`config.mk`:
```
export PLATFORM = sky130hd
export DESIGN_NAME = bus_sequencer
export DESIGN_NICKNAME = d
export VERILOG_FILES = /design/src/rtl/bus_sequencer.sv
export SDC_FILE = /design/constraint.sdc
export NUM_CORES = 1
export LEC_CHECK = 0
export ABC_CLOCK_PERIOD_IN_PS = 7000
export CAP_MARGIN = 20
export CORE_ASPECT_RATIO = 2
export CORE_UTILIZATION = 50
export CTS_BUF_LIST = sky130_fd_sc_hd__clkbuf_4 sky130_fd_sc_hd__clkbuf_8 sky130_fd_sc_hd__clkbuf_16
export CTS_CLUSTER_SIZE = 24
export DETAILED_ROUTE_END_ITERATION = 10
export HOLD_SLACK_MARGIN = 0.02
export PLACE_DENSITY = 0.95
export SLEW_MARGIN = 20
export SYNTH_ARGS = -nofsm -noshare
export SYNTH_HDL_FRONTEND = slang
export SYNTH_SLANG_ARGS = --single-unit
export TNS_END_PERCENT = 30
```
`constraint.sdc`:
```
create_clock -name clock -period 7 [get_ports clock]
set_input_delay 1.75 -clock clock [delete_from_list [all_inputs] [get_ports clock]]
set_output_delay 1.75 -clock clock [all_outputs]
set_load 0.1 [all_outputs]
```
`src/rtl/bus_sequencer.sv`:
```
`default_nettype none
// ============================================================================
// Module   : bus_sequencer
// Function : Moore control-step sequencer driving the single-bus datapath.
// Revision : 1.0
// ============================================================================
module bus_sequencer #(
    parameter int MEM_WAIT_MAX = 255
) (
    input  logic        clock,
    input  logic        clear_n,
    input  logic        run,
    input  logic [31:0] ir,
    input  logic        mem_ack,
    output logic [23:0] bus_drv,
    output logic        pc_in,
    output logic        ir_in,
    output logic        mar_in,
    output logic        mdr_in,
    output logic        y_in,
    output logic        z_in,
    output logic        reg_in,
    output logic        mdr_from_mem,
    output logic        inc_pc,
    output logic [3:0]  reg_dst,
    output logic [3:0]  alu_op,
    output logic        mem_read,
    output logic        mem_write,
    output logic        halted,
    output logic        fault
);

    localparam logic [4:0] SRC_HI  = 5'd16;
    localparam logic [4:0] SRC_LO  = 5'd17;
    localparam logic [4:0] SRC_ZLO = 5'd19;
    localparam logic [4:0] SRC_PC  = 5'd20;
    localparam logic [4:0] SRC_MDR = 5'd21;
    localparam logic [4:0] SRC_C   = 5'd23;

    localparam logic [4:0] OP_LD   = 5'b00000;
    localparam logic [4:0] OP_ST   = 5'b00010;
    localparam logic [4:0] OP_ADD  = 5'b00011;
    localparam logic [4:0] OP_SUB  = 5'b00100;
    localparam logic [4:0] OP_AND  = 5'b00101;
    localparam logic [4:0] OP_OR   = 5'b00110;
    localparam logic [4:0] OP_ADDI = 5'b01100;
    localparam logic [4:0] OP_MFHI = 5'b11000;
    localparam logic [4:0] OP_MFLO = 5'b11001;
    localparam logic [4:0] OP_HALT = 5'b11011;

    localparam logic [7:0] WAIT_LAST = 8'(MEM_WAIT_MAX - 1);

    typedef enum logic [3:0] {
        S_IDLE, S_T0, S_T1, S_FWAIT, S_T2, S_T3, S_T4,
        S_T5, S_T6, S_MWAIT, S_T7, S_HALT, S_FAULT
    } state_t;

    state_t      state;
    state_t      next_state;
    logic [16:0] ir_q;
    logic [16:0] fields;
    logic [7:0]  wait_cnt;
    logic [4:0]  op;
    logic [3:0]  ra;
    logic [3:0]  rb;
    logic [3:0]  rc;
    logic        is_rtype;
    logic        is_addi;
    logic        is_ld;
    logic        is_st;
    logic        wait_expired;
    logic        unused_ir_low;

    // The IR register loads at the T2 edge, so T3 decodes the live ir and later steps use the copy.
    assign fields        = (state == S_T3) ? ir[31:15] : ir_q;
    assign op            = fields[16:12];
    assign ra            = fields[11:8];
    assign rb            = fields[7:4];
    assign rc            = fields[3:0];
    assign unused_ir_low = ^ir[14:0];

    assign is_rtype     = (op == OP_ADD) || (op == OP_SUB) || (op == OP_AND) || (op == OP_OR);
    assign is_addi      = (op == OP_ADDI);
    assign is_ld        = (op == OP_LD);
    assign is_st        = (op == OP_ST);
    assign wait_expired = (wait_cnt == WAIT_LAST);

    always_ff @(posedge clock or negedge clear_n) begin
        if (!clear_n) begin
            state    <= S_IDLE;
            ir_q     <= '0;
            wait_cnt <= '0;
        end else begin
            state <= next_state;
            if (state == S_T3) begin
                ir_q <= ir[31:15];
            end
            if ((state == S_FWAIT) || (state == S_MWAIT)) begin
                wait_cnt <= wait_cnt + 8'd1;
            end else begin
                wait_cnt <= '0;
            end
        end
    end

    always_comb begin
        next_state   = state;
        bus_drv      = '0;
        pc_in        = 1'b0;
        ir_in        = 1'b0;
        mar_in       = 1'b0;
        mdr_in       = 1'b0;
        y_in         = 1'b0;
        z_in         = 1'b0;
        reg_in       = 1'b0;
        mdr_from_mem = 1'b0;
        inc_pc       = 1'b0;
        reg_dst      = 4'd0;
        alu_op       = 4'd0;
        mem_read     = 1'b0;
        mem_write    = 1'b0;
        halted       = 1'b0;
        fault        = 1'b0;

        case (state)
            S_IDLE: begin
                if (run) next_state = S_T0;
            end
            S_T0: begin
                bus_drv[SRC_PC] = 1'b1;
                mar_in          = 1'b1;
                inc_pc          = 1'b1;
                z_in            = 1'b1;
                next_state      = S_T1;
            end
            S_T1: begin
                bus_drv[SRC_ZLO] = 1'b1;
                pc_in            = 1'b1;
                next_state       = S_FWAIT;
            end
            S_FWAIT: begin
                mem_read     = 1'b1;
                mdr_from_mem = 1'b1;
                if (mem_ack) begin
                    mdr_in     = 1'b1;
                    next_state = S_T2;
                end else if (wait_expired) begin
                    next_state = S_FAULT;
                end
            end
            S_T2: begin
                bus_drv[SRC_MDR] = 1'b1;
                ir_in            = 1'b1;
                next_state       = S_T3;
            end
            S_T3: begin
                if (is_rtype || is_addi || is_ld || is_st) begin
                    bus_drv[{1'b0, rb}] = 1'b1;
                    y_in                = 1'b1;
                    next_state          = S_T4;
                end else if (op == OP_MFHI) begin
                    bus_drv[SRC_HI] = 1'b1;
                    reg_in          = 1'b1;
                    reg_dst         = ra;
                    next_state      = S_T0;
                end else if (op == OP_MFLO) begin
                    bus_drv[SRC_LO] = 1'b1;
                    reg_in          = 1'b1;
                    reg_dst         = ra;
                    next_state      = S_T0;
                end else if (op == OP_HALT) begin
                    next_state = S_HALT;
                end else begin
                    fault      = 1'b1;
                    next_state = S_T0;
                end
            end
            S_T4: begin
                z_in       = 1'b1;
                next_state = S_T5;
                if (is_rtype) begin
                    bus_drv[{1'b0, rc}] = 1'b1;
                    case (op)
                        OP_SUB:  alu_op = 4'd1;
                        OP_AND:  alu_op = 4'd2;
                        OP_OR:   alu_op = 4'd3;
                        default: alu_op = 4'd0;
                    endcase
                end else begin
                    bus_drv[SRC_C] = 1'b1;
                end
            end
            S_T5: begin
                bus_drv[SRC_ZLO] = 1'b1;
                if (is_ld || is_st) begin
                    mar_in     = 1'b1;
                    next_state = is_ld ? S_MWAIT : S_T6;
                end else begin
                    reg_in     = 1'b1;
                    reg_dst    = ra;
                    next_state = S_T0;
                end
            end
            S_T6: begin
                bus_drv[{1'b0, ra}] = 1'b1;
                mdr_in              = 1'b1;
                next_state          = S_MWAIT;
            end
            S_MWAIT: begin
                if (is_ld) begin
                    mem_read     = 1'b1;
                    mdr_from_mem = 1'b1;
                    mdr_in       = mem_ack;
                end else begin
                    mem_write = 1'b1;
                end
                if (mem_ack) begin
                    next_state = is_ld ? S_T7 : S_T0;
                end else if (wait_expired) begin
                    next_state = S_FAULT;
                end
            end
            S_T7: begin
                bus_drv[SRC_MDR] = 1'b1;
                reg_in           = 1'b1;
                reg_dst          = ra;
                next_state       = S_T0;
            end
            S_HALT: begin
                halted = 1'b1;
            end
            S_FAULT: begin
                halted = 1'b1;
                fault  = 1'b1;
            end
            default: begin
                next_state = S_IDLE;
            end
        endcase
    end

endmodule
`default_nettype wire

```
# == After elaboration in Yosys (flattened, before gate mapping) ==
# Index checks and enable logic that the tools add are counted.
# op_classes
add_sub_neg,1
mul,0
n_div,0
n_lt_le_gt_ge,6
n_eq_ne,23
n_shift,0
mux,65
n_bitwise,1
n_reduce_logical,18
# ops
operator,n
4-bit two-way mux,16
18-bit one-hot mux with 3 select lines,1
4-bit one-hot mux with 12 select lines,1
16-bit two-way mux,2
1-bit two-way mux,28
4-bit equality test (second input constant),5
4-bit by 6-bit < comparator with 1-bit output (second input constant),3
17-bit two-way mux,1
4-bit by 3-bit equality test with 1-bit output (second input constant),4
5-bit by 3-bit equality test with 1-bit output (second input constant),3
5-bit equality test (second input constant),3
1-bit demux with 4-bit select,3
4-bit by 1-bit >= comparator with 1-bit output (second input constant),3
1-bit one-hot mux with 2 select lines,6
4-bit one-hot mux with 3 select lines,1
5-bit by 2-bit equality test with 1-bit output (second input constant),2
8-bit by 1-bit adder with 8-bit output (second input constant),1
4-bit by 2-bit equality test with 1-bit output (second input constant),2
8-bit equality test (second input constant),1
1-bit logical OR,8
8-bit two-way mux,1
2-bit OR reduction,4
1-bit one-hot mux with 3 select lines,2
2-bit one-hot mux with 3 select lines,1
other kinds (9),12
# word_totals
reg_bits,29
latchBits,0
ram_bits,0
mem_bits_ro,0
inputBits,36
output_inout_bits,45
word_cells,117
mem_count,0

# == Longest topological paths before layout ==
# depth
depth_word,11
depth_mapped,9
ltp_nobuf,6

# == Worst setup path after synthesis ==
# OpenSTA, ideal clock, no wires.
# synth_path
path_kind,input to output
start,in ir[30]
end,out bus_drv[15]
arrival_time_ps,5561
required_ps,5250
slack_ps,-311
cell_stages,5
path_buffers,1
path_cell_list,clkbuf_1 > mux2_4 > a21oi_1 > nor2_1 > o41ai_1
# synth_between
elab_chain_cells,10
word_cells_on_any_way,17
classes_between,6 x eq/ne; 4 x mux; 7 x reduce/logical
# synth_lines
element,line_no,source
from (decl),13,"input logic [31:0] ir,"
17-bit two-way mux (*),-,
named net fields[15],61,logic [16:0] fields;
5-bit by 2-bit equality test with 1-bit output / 5-bit by 3-bit equality test with 1-bit output (equally long branches),82,assign is_rtype = (op == OP_ADD) || (op == OP_SUB) || (op == OP_AND) || (op == OP_OR);
1-bit logical OR (3 in series),82,
1-bit logical OR (3 in series),157,if (is_rtype || is_addi || is_ld || is_st) begin
16-bit two-way mux,157,
18-bit one-hot mux with 3 select lines (*),125,case (state)
to (decl),15,"output logic [23:0] bus_drv,"
# The timed path passes the listed nets; every way through them passes the cells marked *.

# == Worst setup path after layout ==
# layout_path
start,in ir[31]
end,out mdr_in
# layout_between
elab_chain_cells,4
# layout_lines
element,line_no,source
17-bit two-way mux,-,
5-bit zero test,84,assign is_ld = (op == OP_LD);
1-bit two-way mux,210,if (is_ld) begin
1-bit one-hot mux with 3 select lines,125,
to (decl),19,"output logic mdr_in,"
# Every way passes these cells.

==> summary.md <==
| Metric | Value |
|---|---|
| Crit path required time | `~5300 ps` |
| WP data arrival | `between 4000 and 5000 ps` |
| Final Hold Vio Count | `0` |
| Inst Count DP | `between 400 and 500` |
| EDFF count, synth | `0` |
| Power Total | `1.28 mW` |
| Slew headroom | `0.339` |
| Via count | `about 2700` |
| CTS root buffer | `clkbuf_8` |
| Crit path launch type | `input pin` |
| Io pins | `81` |
| Register area share after synthesis | `0.272` |
| LEAKAGE | `1.32 nW` |
| Clk_skew | `3.32 ps` |
| Top_reg_cell synth | `dfrtp_1` |
| Cell Pwr Density | `roughly 410 nW/µm²` |
| Routed WL per cell | `18.6 µm` |
| RD Place Congestion | `roughly 1` |
| Max Clock Freq | `~0.16 GHz` |
| Mux contribution to synthesized area | `0.0651` |
| DR iter-0 viols | `between 90 and 100` |
| Post-synthesis compound-gate area fraction | `0.213` |
| Nets | `between 400 and 500` |
| Int Power | `between 0.5 and 0.6 mW` |
| CTS Hold Buffers Added | `0` |
| Sw Ratio | `0.589` |
| CTS tree | `yes` |
| Final setup violation count | `0` |
| Crit path buf inv count | `2` |
| Setup slack, reg-to-reg | `between 3000 and 4000 ps` |
| Commonest non-fill, non-tap cell in the layout | `nand2_1` |
| First-pass GRT wire length | `about 13000 µm` |
| Status | `completed` |
| # fillers | `roughly 430` |
| Layout cells sized above 1 | `0.156` |
| Final Instance Area | `3150 µm²` |
| Post-Route WL | `7970 µm` |
| Die Wd | `between 50 and 60 µm` |
| Layout Utilization | `0.641` |
| Syn Area/Cell | `just under 8 µm²` |
| Final HPWL DP | `between 6000 and 7000 µm` |
| Num rows | `36` |
| Commonest non-fill, non-tap cells in the layout | `49 x nand2_1, 37 x nor2_1, 33 x buf_4, 32 x clkdlybuf4s50_1, 28 x dfrtp_1` |
| Top cells by area, synth | `dfrtp_1 27%, nand2_1 7.1%, nor2_1 5.4%, a22oi_1 3.2%, mux2i_1 3.1%` |
| #FFs+latches synth | `28` |
| Main combinational cell family by area after synthesis | `simple AND/OR/NAND/NOR gates` |
| Kind of end point of the critical path | `output port` |
| Yosys top cell area share | `0.272` |
| Fin. max-slew vios | `0` |
| Adder-cell share of the synthesized area | `0.00972` |
| Total gr overflow | `0` |
| Logic pwr share | `0.647` |
| PortBufs | `between 60 and 70` |
| Die Y | `~100 µm` |
| Post-synthesis xor/xnor area fraction | `0.0272` |
| Tightest Pin Transition | `~980 ps` |
| Core area | `4910 µm²` |
| All-Layer GR Usage | `0.316` |
| Routed vias/inst | `about 6.3` |
| Fin crit share | `0.866` |
| Area Overhead vs Synth | `22.3%` |
| Footprint of the multi-input gates | `~1700 µm²` |
| Largest net degree at the start of global routing | `29` |
| Sequential Area | `701 µm²` |
| Number of distinct library cells after synthesis | `67` |
| Switch Pwr | `0.756 mW` |
| Total clock sinks | `28` |
| Full die area | `around 5500 µm²` |
| Max Cap Viol | `0` |
| Worst hold path type | `flip-flop to flip-flop` |
| DP Area | `around 3100 µm²` |
| PostCTS Resize Cnt | `0` |
| Maximum net fanout on the critical path | `16` |
| Vias in the first global route | `2645` |
| Synthesized cell area | `between 2000 and 3000 µm²` |
| CP peak stage delay | `approximately 710 ps` |
| Post-synth top area cell | `dfrtp_1` |
| Count of warnings emitted by yosys | `0` |
| DR pass1 iterations | `4` |
| H-Tree Depth | `1` |
| Max VDD drop | `0.000430 V` |
| Top delay family on crit path | `buffers and inverters` |
| Reg power frac | `0.249` |
| Detail Route Antenna Nets | `0` |
| Synth async-reset ratio | `1.00` |
| Drc violations | `0` |
| Clock share of power | `0.104` |
| Non-Filler Instances | `approximately 430` |
| Worst path cell trace | `clkdlybuf4s50_1 > or3_1 > nor4_1 > o21ai_1 > a21o_1 > a21oi_1 > buf_4` |
| Worst-skew pair later-pin latency | `around 280 ps` |
| Antenna diode count | `0` |
| Initial Util | `0.524` |
| Final Critical Period | `6060 ps` |
| Clock buffer count from CTS | `3` |
| Post-CTS setup buffer count | `0` |
| Slowest-stage cell, CP | `clkdlybuf4s50_1` |
| RSZ-0062 raised after global routing | `no` |
| Critical path type | `input pin to output port` |
| Post-Syn Instances | `around 330` |
| Simple-gate share of the synthesized area | `0.330` |
| Clk slew on worst S/H paths | `100 ps` |
| Antenna violations before repair | `0` |
| Deepest clock path buffer count | `2` |
| Final setup TNS | `0 ps` |
==> layout make-up <==
cell class / instances / share of cell area
Timing Repair Buffer: 65 / 0.180
Clock inverter: 1 / 0.00954
Sequential cell: 28 / 0.223
Clock buffer: 3 / 0.0131
Tap cell: 57 / 0.0227
Multi-Input combinational cell: 261 / 0.535
Inverter: 14 / 0.0167
==> logic make-up (layout without fill, tap and decap cells) <==
logic type,count (synthesis),in the layout
AO/OA/AOI/OAI,71,71
adder cells (fa/ha/maj),2,2
buffers and inverters,41,83
multiplexers,14,14
other,1,4
flip-flops,28,28
AND/OR/NAND/NOR,162,162
XOR/XNOR,8,8
==> flip-flops by register name, indices dropped and copies added (netlist names) <==
register / flops
ir_q: 16
state: 4
wait_cnt: 8
==> synthesized netlist by cell type (6+ instances only) <==
library cell,n
nand3_1,8
nor2_1,37
inv_1,9
mux2i_1,8
nand3b_1,6
a21oi_1,8
nor4_1,6
o211ai_1,6
a22oi_1,11
nand2b_1,10
dfrtp_1,28
buf_4,7
o21ai_1,8
nor2b_1,6
nand2_1,49
clkbuf_1,12
==> per-layer routing <==
layer	vias up	global-route usage	wire length, µm
met2	94	0.596	4490
li1	1250	-	-
met1	1314	0.314	2800
met5	-	0	0
met4	0	0.198	449
met3	29	0.0292	228
==> worst register-to-register path: cells and delay by family, from the launching register on <==
kind | cells | cell delay [ps]
AND/OR/NAND/NOR | 2 | 1210
flip-flops | 1 | 710
buffers and inverters | 2 | 650
multiplexers | 1 | 250
AO/OA/AOI/OAI | 2 | 160
==> final timing paths <==
check	start	to	depth (start not counted)
min in group asynchronous	clear_n	ir_q[13]	2
max in group asynchronous	clear_n	state[1]	2
worst max register to register	state[2]	state[1]	7
worst min register to register	wait_cnt[0]	wait_cnt[0]	1
worst min-delay path	wait_cnt[0]	wait_cnt[0]	1
worst max-delay path	ir[31]	mdr_in	7
==> power groups by stage <==
stage	logic [mW]	registers (mW)	clock network (mW)
final	0.832	0.320	0.133
after global routing	0.879	0.331	0.137
after CTS	0.826	0.317	0.133
after detailed placement	0.821	0.320	0
after global placement	0.808	0.313	0
after floorplan	0.698	0.269	0
==> stage by stage <==
step	hold slack [ps]	worst slack, ps
2_1_floorplan	492	251
3_3_place_gp	513	1180
3_5_place_dp	530	1140
4_1_cts	553	1130
5_1_grt	586	831
6_report	552	939
No activity file was read; power rests on OpenSTA's default activity.
